## config.mk

```make
export PLATFORM = sky130hd
export DESIGN_NAME = grain_prog_loader
export DESIGN_NICKNAME = d
export VERILOG_FILES = /design/src/rtl/grain_prog_loader.sv
export SDC_FILE = /design/constraint.sdc
export NUM_CORES = 1
export LEC_CHECK = 0
export BUFFER_PORTS_ARGS = -buffer_cell sky130_fd_sc_hd__buf_2
export CAP_MARGIN = 25
export CORE_MARGIN = 5
export CORE_UTILIZATION = 40
export DETAILED_ROUTE_END_ITERATION = 10
export PLACE_DENSITY = 0.69
export SLEW_MARGIN = 20
export SYNTH_ARGS = -nofsm -noshare
export SYNTH_HDL_FRONTEND = slang
export SYNTH_SLANG_ARGS = --single-unit
```

## constraint.sdc

```tcl
create_clock -name i_clk -period 2.05 [get_ports i_clk]
set_clock_uncertainty 0.1 [all_clocks]
set_input_delay 0.1025 -clock i_clk [delete_from_list [all_inputs] [get_ports i_clk]]
set_output_delay 0.1025 -clock i_clk [all_outputs]
set_load 0.005 [all_outputs]
```

## src/rtl/grain_prog_loader.sv

```systemverilog
// rtl/grain_prog_loader.sv - serial configuration sequencer for the GrainFlex programming port
//
// Takes a bitstream as bytes over a valid/ready handshake, pulses the chain
// reset, then shifts CHAIN_LEN bits LSB-first into the configuration chain.
// Optional read-back: define GRAIN_PROG_VERIFY_EN to recirculate the chain
// once more and compare a second CRC-8 against the load CRC.
//
// Ports:
//   i_clk, i_rst_n                 system clock, async active-low reset
//   i_start, i_abort               session control
//   i_byte_data/valid, o_byte_ready bitstream byte handshake
//   o_busy, o_done, o_err          session status (err is sticky)
//   o_crc                          CRC-8 (poly 0x07) of bits sent
//   o_prog_clk/rst/en/din          chain drive
//   i_prog_dout                    chain serial out (read-back only)
module grain_prog_loader #(
  parameter int CHAIN_LEN = 256,
  parameter int CLK_DIV   = 2
) (
  input  logic       i_clk,
  input  logic       i_rst_n,
  input  logic       i_start,
  input  logic       i_abort,
  input  logic [7:0] i_byte_data,
  input  logic       i_byte_valid,
  output logic       o_byte_ready,
  output logic       o_busy,
  output logic       o_done,
  output logic       o_err,
  output logic [7:0] o_crc,
  output logic       o_prog_clk,
  output logic       o_prog_rst,
  output logic       o_prog_en,
  output logic       o_prog_din,
  input  logic       i_prog_dout
);

  localparam int BW = $clog2(CHAIN_LEN + 1);
  localparam int DW = (CLK_DIV > 1) ? $clog2(CLK_DIV) : 1;
  localparam logic [BW-1:0] LP_LEN      = BW'(CHAIN_LEN);
  localparam logic [DW-1:0] LP_DIV_LAST = DW'(CLK_DIV - 1);

  typedef enum logic [2:0] {
    S_IDLE,
    S_PRST,
    S_FETCH,
    S_SHIFT,
`ifdef GRAIN_PROG_VERIFY_EN
    S_VERIFY,
`endif
    S_FIN
  } state_t;

  state_t          r_state;
  logic [7:0]      r_sr;
  logic [DW-1:0]   r_div;
  logic            r_phase;   // 0 = prog_clk low half, 1 = high half
  logic [2:0]      r_bit;
  logic [BW-1:0]   r_bits;
  logic [1:0]      r_prst;
  logic [7:0]      r_crc;

`ifdef GRAIN_PROG_VERIFY_EN
  logic [7:0]      r_vcrc;
`else
  logic            w_unused_dout;
  assign w_unused_dout = i_prog_dout;
`endif

  assign o_crc = r_crc;

  function automatic logic [7:0] f_crc8_step(input logic [7:0] c, input logic b);
    f_crc8_step = {c[6:0], 1'b0} ^ ((c[7] ^ b) ? 8'h07 : 8'h00);
  endfunction

  always_ff @(posedge i_clk or negedge i_rst_n) begin
    if (!i_rst_n) begin
      r_state      <= S_IDLE;
      r_sr         <= 8'h00;
      r_div        <= '0;
      r_phase      <= 1'b0;
      r_bit        <= 3'd0;
      r_bits       <= '0;
      r_prst       <= 2'd0;
      r_crc        <= 8'h00;
`ifdef GRAIN_PROG_VERIFY_EN
      r_vcrc       <= 8'h00;
`endif
      o_byte_ready <= 1'b0;
      o_busy       <= 1'b0;
      o_done       <= 1'b0;
      o_err        <= 1'b0;
      o_prog_clk   <= 1'b0;
      o_prog_rst   <= 1'b0;
      o_prog_en    <= 1'b0;
      o_prog_din   <= 1'b0;
    end else begin
      o_done <= 1'b0;
      if (r_state != S_IDLE && i_abort) begin
        // abort outranks every in-session transition; crc keeps its partial value
        r_state      <= S_IDLE;
        o_byte_ready <= 1'b0;
        o_busy       <= 1'b0;
        o_err        <= 1'b1;
        o_prog_clk   <= 1'b0;
        o_prog_rst   <= 1'b0;
        o_prog_en    <= 1'b0;
        o_prog_din   <= 1'b0;
      end else begin
        case (r_state)
          S_IDLE: begin
            if (i_start) begin
              r_state    <= S_PRST;
              r_prst     <= 2'd0;
              r_bits     <= '0;
              r_crc      <= 8'h00;
`ifdef GRAIN_PROG_VERIFY_EN
              r_vcrc     <= 8'h00;
`endif
              o_err      <= 1'b0;
              o_busy     <= 1'b1;
              o_prog_rst <= 1'b1;
            end
          end
          S_PRST: begin
            if (r_prst == 2'd3) begin
              r_state      <= S_FETCH;
              o_prog_rst   <= 1'b0;
              o_prog_en    <= 1'b1;
              o_byte_ready <= 1'b1;
            end else begin
              r_prst <= r_prst + 2'd1;
            end
          end
          S_FETCH: begin
            if (i_byte_valid) begin
              r_state      <= S_SHIFT;
              r_sr         <= i_byte_data;
              r_div        <= '0;
              r_phase      <= 1'b0;
              r_bit        <= 3'd0;
              o_byte_ready <= 1'b0;
              o_prog_din   <= i_byte_data[0];
            end
          end
          S_SHIFT: begin
            if (r_div != LP_DIV_LAST) begin
              r_div <= r_div + 1'b1;
            end else begin
              r_div <= '0;
              if (!r_phase) begin
                // rising edge of prog_clk: the chain and the CRC take the bit together
                r_phase    <= 1'b1;
                o_prog_clk <= 1'b1;
                r_crc      <= f_crc8_step(r_crc, r_sr[0]);
                r_bits     <= r_bits + 1'b1;
              end else begin
                r_phase    <= 1'b0;
                o_prog_clk <= 1'b0;
                if (r_bit != 3'd7) begin
                  r_bit      <= r_bit + 3'd1;
                  r_sr       <= {1'b0, r_sr[7:1]};
                  o_prog_din <= r_sr[1];
                end else if (r_bits != LP_LEN) begin
                  r_state      <= S_FETCH;
                  o_byte_ready <= 1'b1;
                end else begin
`ifdef GRAIN_PROG_VERIFY_EN
                  r_state    <= S_VERIFY;
                  r_bits     <= '0;
                  o_prog_din <= i_prog_dout;
`else
                  r_state    <= S_FIN;
                  o_prog_en  <= 1'b0;
                  o_prog_din <= 1'b0;
                  o_done     <= 1'b1;
`endif
                end
              end
            end
          end
`ifdef GRAIN_PROG_VERIFY_EN
          S_VERIFY: begin
            // dout only moves on a prog_clk rise, so it is stable for the whole
            // low half; din is loaded at low entry, the CRC samples at low exit
            if (r_div != LP_DIV_LAST) begin
              r_div <= r_div + 1'b1;
            end else begin
              r_div <= '0;
              if (!r_phase) begin
                r_phase    <= 1'b1;
                o_prog_clk <= 1'b1;
                r_vcrc     <= f_crc8_step(r_vcrc, i_prog_dout);
                r_bits     <= r_bits + 1'b1;
              end else begin
                r_phase    <= 1'b0;
                o_prog_clk <= 1'b0;
                if (r_bits != LP_LEN) begin
                  o_prog_din <= i_prog_dout;
                end else begin
                  r_state    <= S_FIN;
                  o_prog_en  <= 1'b0;
                  o_prog_din <= 1'b0;
                  o_done     <= 1'b1;
                  o_err      <= (r_vcrc != r_crc);
                end
              end
            end
          end
`endif
          S_FIN: begin
            r_state <= S_IDLE;
            o_busy  <= 1'b0;
          end
          default: r_state <= S_IDLE;
        endcase
      end
    end
  end

endmodule
```

=== After elaboration in Yosys (flattened, before gate mapping) ===
Index checks and enable logic that the tools add are counted.

* Flip-flop bits (word level): 43
* Bits of input ports: 14
* Output and inout bits: 16
* Word-level logic and storage cells: 147

* Add/subtract/negate cells: 4
* Equal/unequal tests: 23
* Muxes and demuxes: 73
* Bitwise gates (word level): 3
* Reductions and logical operators: 28

{| class="wikitable"
|+ Operators by type and width
! operator !! count
|-
| $mux 8 || 7
|-
| $mux 3 || 13
|-
| $mux 1 || 35
|-
| $pmux 8 s2 || 2
|-
| $mux 9 || 3
|-
| $ne 3x3->1 const B || 9
|-
| $pmux 9 s2 || 1
|-
| $reduce_and 6->1 || 3
|-
| $reduce_bool 3->1 || 5
|-
| $ne 2x2->1 const B || 7
|-
| $reduce_bool 2->1 || 7
|-
| $pmux 1 s2 || 6
|-
| $pmux 3 s4 || 1
|-
| $reduce_and 5->1 || 2
|-
| $add 9x1->9 const B || 1
|-
| $ne 9x9->1 const B || 1
|-
| $reduce_and 4->1 || 2
|-
| $xor 8x3->8 || 1
|-
| $reduce_and 7->1 || 1
|-
| $eq 3x2->1 const B || 2
|-
| $pmux 3 s2 || 1
|-
| $reduce_and 2->1 || 3
|-
| $reduce_and 3->1 || 2
|-
| $mux 2 || 2
|-
| 14 further kinds || 14
|}

=== Depth between registers and ports, before layout ===
* Depth in word-level cells: 7
* Depth in mapped cells: 8
* Depth with buffers taken out: 7

=== Worst setup path before layout ===
Ideal clock, no wire load.

* Kind: register to register
* Start point: register r_state[0]
* End point: register r_bits[3]
* Library setup time: 0.079 ns
* Arrival: 1.863 ns
* Data required time: 1.871 ns
* Path slack: 0.008 ns
* Stages on the path, launching flop included: 8
* Buffers on the path: 3
* Clock period less this slack: 2.042 ns
* Cell sequence: dfrtp_1 buf_6 or3b_1 buf_2 a221o_1 buf_6 or3_1 a21oi_1

* Word-level cells in the longest chain between the ends: 4
* Elaborated cells on any way between the ends: 11
* Classes of those cells: eq/ne (4); mux (1); bitwise (1); reduce/logical (5)

{| class="wikitable"
|+ Ends and longest elaborated chain
! item !! line !! RTL
|-
| from (decl) || 54 || <nowiki>state_t r_state;</nowiki>
|-
| from (signal assigned) || 78 || <nowiki>r_state <= S_IDLE;</nowiki>
|-
| from (signal assigned) || 101 || <nowiki>r_state <= S_IDLE;</nowiki>
|-
| from (signal assigned) || 113 || <nowiki>r_state <= S_PRST;</nowiki>
|-
| parallel branches: the longest is 4 deep, another holds $reduce_and 5->1 || -- ||
|-
| to (signal assigned) || 156 || <nowiki>r_bits <= r_bits + 1'b1;</nowiki>
|-
| to (decl) || 59 || <nowiki>logic [BW-1:0] r_bits;</nowiki>
|}

Several ways; the timed one is not identified.
A chain may end at the register's enable or synchronous reset.

=== Worst setup path in the final report ===
Same ends and word-level chain as after synthesis.

==> results.txt <==
- The run finished with clean final reports.
- Summed over all instances, the cell type with the most area after synthesis is dfrtp_1.
- Number of placed I/O pins: 30
* Post-synthesis register bit count: 43
- Required time of the worst setup path: 2.17 ns
- Port buffering added 28 buffers.
* Total area of sequential cells: 0.00108 mm²
- For this configuration, the core starts out at a cell density of 0.404.
- Syn_nets: 246
- Mean instance size in the synthesized netlist: 9.62 µm²
- Global routing finished with a remaining overflow of 0.
- Post-route antenna net violation count: 0
- DRC violations left: 0
* Shortest clock period the worst path allows after layout: 1.97 ns
- Final Hold Slack: 0.00733 ns
* Minimum setup slack among reg-to-reg paths: 0.08 ns
- Critical R2R Launch: r_state[0]
* Maximum level of the CTS H-tree: 2
- Overall fraction of global-route tracks in use: 0.138
- Crit Path Max Fanout: 6
- The tool flagged a number of max-cap violations equal to 0.
- The first TritonRoute pass finished after 4 iterations.
- In the routed layout, each cell is associated on average with a via count of 5.21.
- Share of Yosys cell area claimed by the top area cell type: 0.493
- The worst setup path is of the reg -> reg kind.
- Clock-pin slew was measured on the worst setup and hold paths at 0.08 ns.
- Clock tree root driver cell: clkbuf_8
* Post-detailed-route wirelength per cell: 13.6 µm
* Final clock period utilization by the worst path: 0.960
- # rows: 27
- The path class of the tightest hold or removal check is in -> reg.
- Destination of the worst register-to-register timing path: r_bits[3]
- Setup violations remaining at the end of the flow were counted as 0.
- Power per standard cell area: 1080 mW/mm²
* Number of antenna violations at the first check in global routing: 0
- The mapped netlist covers 0.00218 mm².
- Top-count cell post-synth: dfrtp_1
- STA classifies the critical path startpoint as a register.
- Fraction of layout cells with a size suffix above 1: 0.253
* DRT Wirelength: 4.80 mm
- Endpoint with the worst hold slack: r_div
* Leakage dissipation: 1.26 nW
- The first global-routing pass estimated 7.91 mm of wire.
- Final Instance Count excl. Fillers: 353
- Die H: 83.9 µm
* Placed Cells incl. Taps: 336
* Synthesis-to-layout area growth: 24.7%
* Top_reg_cell synth: dfrtp_1
- Routability congestion estimate from global placement: 0.827
- Peak Freq: 0.508 GHz
- Counting flops with a built-in enable in the synthesized netlist gives 0.
- From left edge to right edge, the die measures 83.9 µm.
- In this run, the number of DRC markers left after iteration 0 of detailed routing was 75.
* Number of nets in the layout: 299
- Cells taking the most area after synthesis: dfrtp_1 49%, nand2_1 4.8%, nor2_1 4.6%
- The routed layout has 1840 vias.
* Peak VDD IR: 0.503 mV
- Hold wc startpoint: i_byte_valid
* Share of synthesized area occupied by flip-flops and latches: 0.493
* Synthesis warning total: 0
* Multi-input gate area: 0.00102 mm²
- Final Slew Violations: 0
- The worst hold path was traced through 4 stages.
- At the pin with the least slew margin, the transition time is 0.533 ns.
* FILL cells: 521
- The commonest cells after synthesis are 43 x dfrtp_1, 28 x nand2_1, 27 x nor2_1.
- The worst setup path is captured at a register.
* Slew HR: 0.644
- Maximum number of pins on one net before global-route repair: 44
- The die covers 0.00704 mm².
- Synthesized instance count: 227
* Unique cell type count in the Yosys netlist: 45
* Ant diodes: 0
- Fraction of registers with async set or reset after synthesis: 1.00
- The HPWL after detailed placement is 3.21 mm.
- Vias in the first global route: 1711
- Clock latency on the worst-skew pair, taken at its later pin, is 0.29 ns.
- Path depth of the worst reg2reg path: 4
- Number of clock buffers inserted by TritonCTS: 5
- Data arrival time of the worst path: 2.09 ns
- Clock tree sinks: 43
* Area inside the core boundary: 0.00541 mm²
* Hold violation total from the final report: 0
- Clock tree from TritonCTS: done
- Counting along the longest clock path gives a buffer depth of 2.
## cell type report
cell class | count | share of cell area
Clock buffer | 6 | 0.0303
Clock inverter | 2 | 0.0129
Inverter | 9 | 0.0124
Multi-Input combinational cell | 163 | 0.375
Sequential cell | 43 | 0.395
Tap cell | 72 | 0.0331
Timing Repair Buffer | 58 | 0.142
## metal layers
metal,vias up,global-route usage,wire [µm]
met5,-,0,0
met1,868,0.179,2230
met4,0,0.0351,54
met2,51,0.228,2250
li1,914,-,-
met3,7,0.0365,262
## placed cells by master (no fill, tap or decap), types with 2 or more instances in the layout
cell type       n
inv_1           9
a211oi_2        2
nand4_1         4
nor3b_1         2
nor2_1         27
a21oi_1        13
dlygate4sd3_1   8
mux2_2          3
nand2_1        28
o22ai_1         2
dfrtp_1        43
buf_4          22
xnor2_1         6
a21o_1          2
nand3_1         9
ha_1            5
or3_1           2
mux2i_1         2
clkbuf_8        6
nor2b_1         2
a22o_1          6
a31oi_1         6
o21ai_0        14
buf_2          28
o31ai_1         2
xor2_1          2
o211ai_1        2
nor3_2          3
## sequential cells by signal, summed over array words and instances, names as in the netlist, 2 cells and up
register	cells
o_crc	8
r_bit	3
r_bits	9
r_prst	2
r_sr	8
r_state	3
## worst max-delay path, stage by stage, from the launching register on
cell and delay (ns):
dfrtp_1 0.44, or3b_4 0.42, a221o_2 0.44, or3_1 0.36, a21oi_1 0.14
## kinds of logic (layout without fill, tap and decap cells)
group / count (synthesis) / count (layout) / share of synthesized area
XOR/XNOR: 8 / 8 / 0.0321
AO/OA/AOI/OAI: 59 / 60 / 0.181
adder cells (fa/ha/maj): 5 / 5 / 0.0287
AND/OR/NAND/NOR: 85 / 85 / 0.195
flip-flops: 43 / 43 / 0.493
buffers and inverters: 22 / 75 / 0.0464
multiplexers: 5 / 5 / 0.0246
## where the power goes
part | internal, W | switching, W
clock | 0.000394 | 0.000286
combinational | 0.000473 | 0.000573
sequential | 0.00107 | 0.000141
## worst max path at each step
stage,depth (start not counted),start,slack [ns],end
2_1_floorplan,7,r_state[0],0.008,r_bits[3]
3_3_place_gp,4,r_state[0],0.08,r_bits[3]
3_5_place_dp,4,r_state[0],0.07,r_bits[4]
4_1_cts,4,r_state[0],0.04,r_bits[3]
5_1_grt,4,r_state[0],-0.002,r_bits[4]
6_report,4,r_state[0],0.08,r_bits[3]
## stage by stage
stage          power, W   util  cell area, µm²  worst slack, ns  setup TNS, ns
2_1_floorplan   0.00190      -            2180          0.00818              0
3_3_place_gp    0.00220  0.465            2510           0.0848              0
3_5_place_dp    0.00223  0.465            2510           0.0720              0
4_1_cts         0.00294  0.501            2710           0.0429              0
5_1_grt         0.00316  0.504            2720         -0.00210       -0.00281
6_report        0.00293  0.504            2720           0.0814              0
## timing repair
action / in CTS / in global routing
endpoints found under the hold margin: 50 / 0
gates resized for setup: 0 / 2
endpoints found under the setup margin: 0 / 9
hold buffers: 8 / 0
setup buffers: 0 / 0
(Power assumes the default switching activity.)
